--- src/rtl/huffman_ctrl.sv ---
// -----------------------------------------------------------------------------
// huffman_ctrl
//
// Frame-level sequencer for the huffman coding core (Counter, Sorting,
// TreeMaker, CodeSender). It takes a pixel frame from the host over a
// valid/ready handshake, holds the core in reset between frames, streams
// exactly FRAME_LEN pixels to the core as one contiguous gray_valid burst,
// watches the core's completion flags with a watchdog, and then holds the
// results for the host until they are acknowledged.
//
// Parameters:
//   FRAME_LEN  pixels per frame (1..65535)
//   TIMEOUT    max cycles to wait for each core completion flag (1..65535)
//
// Ports:
//   clk, reset          clock, synchronous active-high reset
//   start               begin a new frame (honoured only in IDLE or ERR)
//   pix_valid/pix_data  host pixel stream; pix_ready = pixel accepted
//   core_rst            reset to the huffman core
//   core_gray_valid/core_gray_data  pixel stream into the core
//   core_cnt_valid, core_code_valid completion flags from the core
//   busy                high in every state except IDLE and ERR
//   res_valid/res_ack   result hand-over to the host
//   err, err_code       sticky error (1 underrun, 2 count timeout,
//                       3 code timeout)
//   frame_cnt           completed frames, wraps 255->0
//   perf_cycles         (only with HUFF_CTRL_PERF_EN) cycles from the first
//                       FEED cycle through the cycle code_valid is seen,
//                       saturating at 65535
//
// Optional feature macro: HUFF_CTRL_PERF_EN
// -----------------------------------------------------------------------------
module huffman_ctrl #(
    parameter int unsigned FRAME_LEN = 100,
    parameter int unsigned TIMEOUT   = 255
) (
    input  logic       clk,
    input  logic       reset,
    input  logic       start,
    input  logic       pix_valid,
    input  logic [7:0] pix_data,
    output logic       pix_ready,
    output logic       core_rst,
    output logic       core_gray_valid,
    output logic [7:0] core_gray_data,
    input  logic       core_cnt_valid,
    input  logic       core_code_valid,
    output logic       busy,
    output logic       res_valid,
    input  logic       res_ack,
    output logic       err,
    output logic [1:0] err_code,
    output logic [7:0] frame_cnt
`ifdef HUFF_CTRL_PERF_EN
    ,
    output logic [15:0] perf_cycles
`endif
);

    localparam logic [15:0] FRAME_LEN_W = 16'(FRAME_LEN);
    localparam logic [15:0] TIMEOUT_W   = 16'(TIMEOUT);

    typedef enum logic [2:0] {
        S_IDLE,
        S_CLR,
        S_FEED,
        S_WAIT_CNT,
        S_WAIT_CODE,
        S_HOLD,
        S_ERR
    } state_t;

    state_t      state_q, state_d;
    logic        clr_cnt_q, clr_cnt_d;
    logic [15:0] pix_cnt_q, pix_cnt_d;
    logic [15:0] timer_q, timer_d;
    logic        code_seen_q, code_seen_d;
    logic        pix_ready_q, pix_ready_d;
    logic        core_rst_q, core_rst_d;
    logic        gray_valid_q, gray_valid_d;
    logic [7:0]  gray_data_q, gray_data_d;
    logic        busy_q, busy_d;
    logic        res_valid_q, res_valid_d;
    logic        err_q, err_d;
    logic [1:0]  err_code_q, err_code_d;
    logic [7:0]  frame_cnt_q, frame_cnt_d;
    logic        pix_hs;
`ifdef HUFF_CTRL_PERF_EN
    logic [15:0] perf_q, perf_d;
`endif

    assign pix_hs = (state_q == S_FEED) && pix_valid && pix_ready_q;

    always_comb begin
        state_d     = state_q;
        clr_cnt_d   = clr_cnt_q;
        pix_cnt_d   = pix_cnt_q;
        timer_d     = timer_q;
        code_seen_d = code_seen_q;
        err_d       = err_q;
        err_code_d  = err_code_q;
        frame_cnt_d = frame_cnt_q;

        case (state_q)
            S_IDLE: begin
                if (start) state_d = S_CLR;
            end
            S_CLR: begin
                pix_cnt_d   = '0;
                timer_d     = '0;
                code_seen_d = 1'b0;
                err_d       = 1'b0;
                err_code_d  = 2'd0;
                clr_cnt_d   = 1'b1;
                if (clr_cnt_q) begin
                    clr_cnt_d = 1'b0;
                    state_d   = S_FEED;
                end
            end
            S_FEED: begin
                if (pix_hs) begin
                    pix_cnt_d = pix_cnt_q + 16'd1;
                    if (pix_cnt_q == FRAME_LEN_W - 16'd1) begin
                        timer_d = '0;
                        state_d = S_WAIT_CNT;
                    end
                end else if (pix_ready_q && pix_cnt_q != 16'd0) begin
                    // The burst must be contiguous once the first pixel is in.
                    err_d      = 1'b1;
                    err_code_d = 2'd1;
                    state_d    = S_ERR;
                end
            end
            S_WAIT_CNT: begin
                timer_d = timer_q + 16'd1;
                // An early code_valid must not be lost while counts finish.
                if (core_code_valid) code_seen_d = 1'b1;
                if (core_cnt_valid) begin
                    timer_d = '0;
                    state_d = S_WAIT_CODE;
                end else if (timer_q == TIMEOUT_W) begin
                    err_d      = 1'b1;
                    err_code_d = 2'd2;
                    state_d    = S_ERR;
                end
            end
            S_WAIT_CODE: begin
                timer_d = timer_q + 16'd1;
                if (core_code_valid || code_seen_q) begin
                    state_d = S_HOLD;
                end else if (timer_q == TIMEOUT_W) begin
                    err_d      = 1'b1;
                    err_code_d = 2'd3;
                    state_d    = S_ERR;
                end
            end
            S_HOLD: begin
                if (res_ack) begin
                    frame_cnt_d = frame_cnt_q + 8'd1;
                    state_d     = S_IDLE;
                end
            end
            S_ERR: begin
                if (start) state_d = S_CLR;
            end
            default: state_d = S_IDLE;
        endcase

        // Outputs are registered from the next state so they line up with it.
        pix_ready_d  = (state_d == S_FEED) && (pix_cnt_d < FRAME_LEN_W);
        core_rst_d   = (state_d == S_IDLE) || (state_d == S_CLR) || (state_d == S_ERR);
        busy_d       = !((state_d == S_IDLE) || (state_d == S_ERR));
        res_valid_d  = (state_d == S_HOLD);
        gray_valid_d = pix_hs;
        gray_data_d  = pix_hs ? pix_data : gray_data_q;
    end

`ifdef HUFF_CTRL_PERF_EN
    always_comb begin
        perf_d = perf_q;
        if (state_q == S_CLR) begin
            perf_d = '0;
        end else if ((state_q == S_FEED) || (state_q == S_WAIT_CNT) ||
                     (state_q == S_WAIT_CODE)) begin
            if (perf_q != 16'hFFFF) perf_d = perf_q + 16'd1;
        end
    end
`endif

    always_ff @(posedge clk) begin
        if (reset) begin
            state_q      <= S_IDLE;
            clr_cnt_q    <= 1'b0;
            pix_cnt_q    <= '0;
            timer_q      <= '0;
            code_seen_q  <= 1'b0;
            pix_ready_q  <= 1'b0;
            core_rst_q   <= 1'b1;
            gray_valid_q <= 1'b0;
            gray_data_q  <= '0;
            busy_q       <= 1'b0;
            res_valid_q  <= 1'b0;
            err_q        <= 1'b0;
            err_code_q   <= 2'd0;
            frame_cnt_q  <= '0;
`ifdef HUFF_CTRL_PERF_EN
            perf_q       <= '0;
`endif
        end else begin
            state_q      <= state_d;
            clr_cnt_q    <= clr_cnt_d;
            pix_cnt_q    <= pix_cnt_d;
            timer_q      <= timer_d;
            code_seen_q  <= code_seen_d;
            pix_ready_q  <= pix_ready_d;
            core_rst_q   <= core_rst_d;
            gray_valid_q <= gray_valid_d;
            gray_data_q  <= gray_data_d;
            busy_q       <= busy_d;
            res_valid_q  <= res_valid_d;
            err_q        <= err_d;
            err_code_q   <= err_code_d;
            frame_cnt_q  <= frame_cnt_d;
`ifdef HUFF_CTRL_PERF_EN
            perf_q       <= perf_d;
`endif
        end
    end

    assign pix_ready       = pix_ready_q;
    assign core_rst        = core_rst_q;
    assign core_gray_valid = gray_valid_q;
    assign core_gray_data  = gray_data_q;
    assign busy            = busy_q;
    assign res_valid       = res_valid_q;
    assign err             = err_q;
    assign err_code        = err_code_q;
    assign frame_cnt       = frame_cnt_q;
`ifdef HUFF_CTRL_PERF_EN
    assign perf_cycles     = perf_q;
`endif

endmodule

--- config.mk ---
export PLATFORM = sky130hd
export DESIGN_NAME = huffman_ctrl
export DESIGN_NICKNAME = d
export VERILOG_FILES = /design/src/rtl/huffman_ctrl.sv
export SDC_FILE = /design/constraint.sdc
export NUM_CORES = 1
export LEC_CHECK = 0
export BUFFER_PORTS_ARGS = -buffer_cell sky130_fd_sc_hd__buf_2
export CORE_MARGIN = 1
export CORE_UTILIZATION = 40
export DETAILED_ROUTE_END_ITERATION = 16
export HOLD_SLACK_MARGIN = 0.06
export PLACE_DENSITY = 0.62
export SLEW_MARGIN = 15
export SYNTH_ARGS = -nofsm -noshare
export SYNTH_HDL_FRONTEND = slang
export SYNTH_SLANG_ARGS = --single-unit
--- constraint.sdc ---
create_clock -name clk -period 2.95 [get_ports clk]
set_input_delay 0.4425 -clock clk [delete_from_list [all_inputs] [get_ports clk]]
set_output_delay 0.4425 -clock clk [all_outputs]
set_load 0.02 [all_outputs]
After elaboration in Yosys (flattened, before gate mapping)

Index checks and enable logic that the tools add are counted.

Equal/unequal tests: 21
Reductions and logical operators: 20
$add $sub $neg: 3
Order comparisons: 1
Multiplexer cells: 32

Operators with widths:

| kind                  | count |
|---|---|
| $mux 16               | 4 |
| $pmux 16 s4           | 1 |
| $add 16x1->16 const B | 2 |
| $pmux 16 s2           | 1 |
| $mux 3                | 9 |
| $pmux 3 s6            | 1 |
| $eq 16x7->1 const B   | 1 |
| $eq 16x8->1 const B   | 1 |
| $lt 16x7->1 const B   | 1 |
| $reduce_bool 16->1    | 1 |
| $eq 3x3->1 const B    | 5 |
| $ne 2x2->1 const B    | 7 |
| $mux 2                | 6 |
| $eq 3x2->1 const B    | 3 |
| $add 8x1->8 const B   | 1 |
| $pmux 2 s4            | 1 |
| $mux 1                | 7 |
| $reduce_and 7->1      | 1 |
| $eq 3x1->1 const B    | 2 |
| $logic_not 3->1       | 2 |
| $reduce_and 5->1      | 1 |
| $logic_and 1x1->1     | 4 |
| $logic_or 1x1->1      | 4 |
| $ne 2x1->1 const B    | 2 |
| 8 further kinds       | 9 |

Logic and storage cells: 91
Register bits after elaboration: 61
Output and inout bits: 24
Input bits: 15

Depth between registers and ports, before layout

Word-level depth: 8
Mapped depth: 9
Mapped depth without buffers: 8

Least setup slack after synthesis

OpenSTA, ideal clock, no wires.

Kind: reg-to-reg
Start point: reg pix_cnt_q[0]
End point: reg pix_ready_q, in the netlist pix_ready
Clock period less this slack: 2.175 ns
Data required time: 2.854 ns
Stages on the path, launching flop included: 9
Library setup time: 0.096 ns
Slack: 0.775 ns
Arrival time: 2.079 ns
Path buffers: 1
Cell sequence: dfxtp_1 -> ha_1 -> nand3_2 -> or4_1 -> clkbuf_1 -> a22oi_1 -> and4_1 -> a41oi_1 -> nor4b_1

Cells in the longest elaborated chain, start to end: 7
Elaborated cells between the ends (all ways): 13
Classes of those cells: add/sub: 1; order compare: 1; eq/ne: 2; mux: 6; reduce/logical: 3

RTL lines:

| element                                                               | RTL line | text |
|---|---|---|
| start: declaration                                                    | 75       | `logic [15:0] pix_cnt_q, pix_cnt_d;` |
| start signal: assignment                                              | 212      | `pix_cnt_q <= pix_cnt_d;` |
| parallel branches: the longest is 6 deep, another holds $add 16x1->16 | --       |  |
| $logic_and 1x1->1 (*)                                                 | 170      | `pix_ready_d = (state_d == S_FEED) && (pix_cnt_d < FRAME_LEN_W);` |
| end signal: assignment                                                | 215      | `pix_ready_q <= pix_ready_d;` |
| end: declaration                                                      | 78       | `logic pix_ready_q, pix_ready_d;` |

Mark *: on every way between the ends.
A chain may end at the register's enable or synchronous reset.

Worst setup path in the final report

Start point: reg state_q[0]
End point: reg timer_q[8]

Cells in the longest elaborated chain, start to end: 5
Elaborated cells between the ends (all ways): 11
Classes of those cells: eq/ne: 6; mux: 1; reduce/logical: 4

RTL lines:

| element                        | RTL line | text |
|---|---|---|
| start: declaration             | 73       | `state_t state_q, state_d;` |
| start signal: assignment       | 210      | `state_q <= state_d;` |
| $eq 3x2->1                     | 92, 104  |  |
| $logic_and 1x1->1 (2 in a row) | 92       | `assign pix_hs = (state_q == S_FEED) && pix_valid && pix_ready_q;` |
| $ne 2x2->1 (no line)           | --       |  |
| $reduce_and 3->1 (no line)     | --       |  |
| end signal: assignment         | 213      | `timer_q <= timer_d;` |
| end: declaration               | 76       | `logic [15:0] timer_q, timer_d;` |

Parallel ways exist; a longest one is shown, timed or not.

==> impl_metrics.tcl <==
set metrics [dict create \
    cp.required_ps 3230 \
    fin_skew_ps 13.9 \
    path_class "flop to flop" \
    crit_buf_inv 0 \
    syn_inst 396 \
    cp_cell_sequence "or3b_1 > nor3_4 > a211o_1 > nand2_2 > or4_1 > a21oi_1" \
    syn_nets 415 \
    yosys.area_share.adder_pct 1.57 \
    synth_warnings 0 \
    worstSetupEndpointType "flop" \
    layout.nets 446 \
    fp.dieW_um 91.2 \
    synth_top_area_share_pct 38.4 \
    globalplace.congestion 0.833 \
    finalMaxSlewViolations 0 \
    placed_cells 518 \
    fin_cells 534 \
    seq_area_frac_synth_pct 38.4 \
    max-slew-margin-rel_pct 49.4 \
    portBuffers 38 \
    yosys-top-cells-count "61 x dfxtp_1, 50 x nor2_1, 42 x nand2_1" \
    netSwitchingPower_w 0.000438 \
    io_pins 39 \
    dr.pass1.iters 4 \
    power_frac_comb_pct 7.8 \
    clkLatencyLatePin_ps 340 \
    status "completed" \
    path_clk_slew_ps 80 \
    timing.max_cap.violations 0 \
    synth.avg_cell_area_um2 8.03 \
    cts_buffers 9 \
    synth_edf_count 0 \
    worst-path-max-fanout 20 \
    fillCellCount 793 \
    route.detailed.drc 0 \
    yosys.area.top_type "dfxtp_1" \
    swShare_pct 24.0 \
    post-route-period-util_pct 82.7 \
    synthArstFlopShare_pct 0 \
    via_count 2909 \
    power_frac_clock_pct 45.4 \
    synthXorXnorAreaFrac_pct 6.34 \
    max-clock-path-buffers 2 \
    grt_max_degree 27 \
    drive_above_1_share_pct 16.9 \
    hpwl_mm 5.31 \
    grt_overflow 0 \
    critPathTopFamily "simple AND/OR/NAND/NOR gates" \
    antenna_found_initial 0 \
    setup_viol 0 \
    post_dp_cell_area_um2 3440 \
    viasPerCell 5.45 \
    synth_ff_type "dfxtp_1" \
    hold_buffers 0 \
    p_seq_share_pct 46.8 \
    intPower_w 0.00138 \
    synth-seq-cells 61 \
    grt.total_usage_pct 18.6 \
    first_iter_violations 137 \
    grt_pass1_wl_mm 12.5 \
    crit_arrival_ps 2720 \
    cts.htree.levels 3 \
    cpPeakStageDelay_ps 580 \
    synth_top_family_by_area "simple AND/OR/NAND/NOR gates" \
    dieArea_um2 8310 \
    crit_path_start_kind "flop" \
    synth_most_common_cell "dfxtp_1" \
    clock-sinks 61 \
    root_buffer "clkbuf_8" \
    die_h_um 91.2 \
    r2r_start "state_q[0]$_SDFF_PP0_" \
    antenna_left 0 \
    floorplan.initialDensity_pct 41.4 \
    min_path_type "input port to flop" \
    grt_pass1_vias 2641 \
    irDropWorstVdd_uv 216 \
    min_from "pix_data[3]" \
    final_hold_viol_count 0 \
    tns_ps 0 \
    wl_per_cell_um 13.8 \
    powerDensity_nw_per_um2 497 \
    cts_post_setup_buffers_inserted 0 \
    p_leak_nw 1.32 \
    critical_path.slowest_cell "or3b_1" \
    synth_compound_area_share_pct 14.4 \
    rows 32 \
    cts_tree "done" \
    synthMuxAreaShare_pct 2.40 \
    diodes 0 \
    coreArea_um2 7690 \
    yosys.area_share.simple_pct 33.5 \
    layout_min_cycle_time_ps 2440 \
    crit_start "state_q[0]$_SDFF_PP0_" \
    synth_area_leaders "dfxtp_1 38%, nor2_1 5.9%, nand2_1 5.0%, a21oi_1 4.4%, xor2_1 3.9%" \
    tightest_slew_ps 754 \
    fmax_mhz 410 \
    routed_wl_mm 7.34 \
    synth_area_um2 3180 \
    fin_area_um2 3670 \
    cts_resized 0 \
    yosysUniqueCellTypes 56 \
    synthToLayoutAreaGrowth_pct 15.3 \
    rsz0062_at_grt "no" \
]
[power groups by stage]
stage / clock, W / sequential, W / combinational (W)
2_1_floorplan: 0 / 0.000868 / 0.000104
3_3_place_gp: 0 / 0.000871 / 0.000142
3_5_place_dp: 0 / 0.000872 / 0.000143
4_1_cts: 0.000852 / 0.000853 / 0.000144
5_1_grt: 0.000893 / 0.000855 / 0.000161
6_report: 0.000828 / 0.000853 / 0.000142
[worst paths after layout]
| kind | to | slack, ps | depth (start not counted) |
|---|---|---|---|
| worst min register to register | core_gray_data[2]$_SDFFE_PP0N_ | 450 | 2 |
| worst min-delay path | core_gray_data[3]$_SDFFE_PP0N_ | 340 | 3 |
| worst max register to register | timer_q[8]$_SDFFE_PP0P_ | 510 | 6 |
| worst max-delay path | timer_q[8]$_SDFFE_PP0P_ | 510 | 6 |
[metrics by stage]
stage               hold slack (ps)  power, W  worst slack [ps]  utilization (%)
floorplan                       475  0.000971               775                -
global placement                440   0.00101               620             44.8
detailed placement              444   0.00101               528             44.8
CTS                             328   0.00185               506             47.7
global route                    321   0.00191               354             47.7
finish                          344   0.00182               511             47.7
[layout make-up]
class / instances / area, um^2 / area share (%)
multi-input cells: 308 / 1850 / 50.5
flip-flops and latches: 61 / 1220 / 33.3
repair buffers: 43 / 228 / 6.21
clock buffers: 10 / 138 / 3.75
well taps: 102 / 128 / 3.48
clock inverters: 6 / 86.3 / 2.35
inverters: 4 / 15.0 / 0.410
[routing by layer]
| layer | track usage (%) | up-vias | part of all wire, % |
|---|---|---|---|
| met5 | 0 | - | 0 |
| met4 | 5.69 | 0 | 0.94 |
| li1 | - | 1487 | - |
| met3 | 5.70 | 6 | 4.3 |
| met1 | 25.2 | 1360 | 49 |
| met2 | 28.4 | 56 | 46 |
[layout by cell type (no fill, tap or decap), types with 5 or more instances in the layout]
cell type	count
nor3_1	16
a21oi_1	28
nor4_1	11
nand3_1	18
xnor2_1	9
and2_1	5
nand2b_1	5
clkbuf_8	10
dfxtp_1	61
and3_1	7
a211oi_1	9
or3_1	5
and4_1	7
xor2_1	14
nor2_1	50
buf_4	5
buf_2	38
nand4_1	12
nand2_1	42
o21ai_0	11
mux2_2	5
[registers in the layout, indices dropped and copies added, names as in the netlist]
signal           flops
core_gray_data       8
clr_cnt_q            1
busy                 1
err                  1
state_q              3
timer_q             16
res_valid            1
pix_ready            1
err_code             2
frame_cnt            8
code_seen_q          1
pix_cnt_q           16
core_gray_valid      1
core_rst             1
[worst min-delay path, cell delays in order]
cell and delay [ps]:
buf_2 100, nand2_1 50, a21oi_1 50
[logic make-up after synthesis]
kind of cell,after synthesis
compound gates,72
xor+xnor,23
fa+ha+maj,4
buf+inv,27
flops,61
mux,7
simple gates,202
Note: power is estimated with default switching activity, not from simulation.
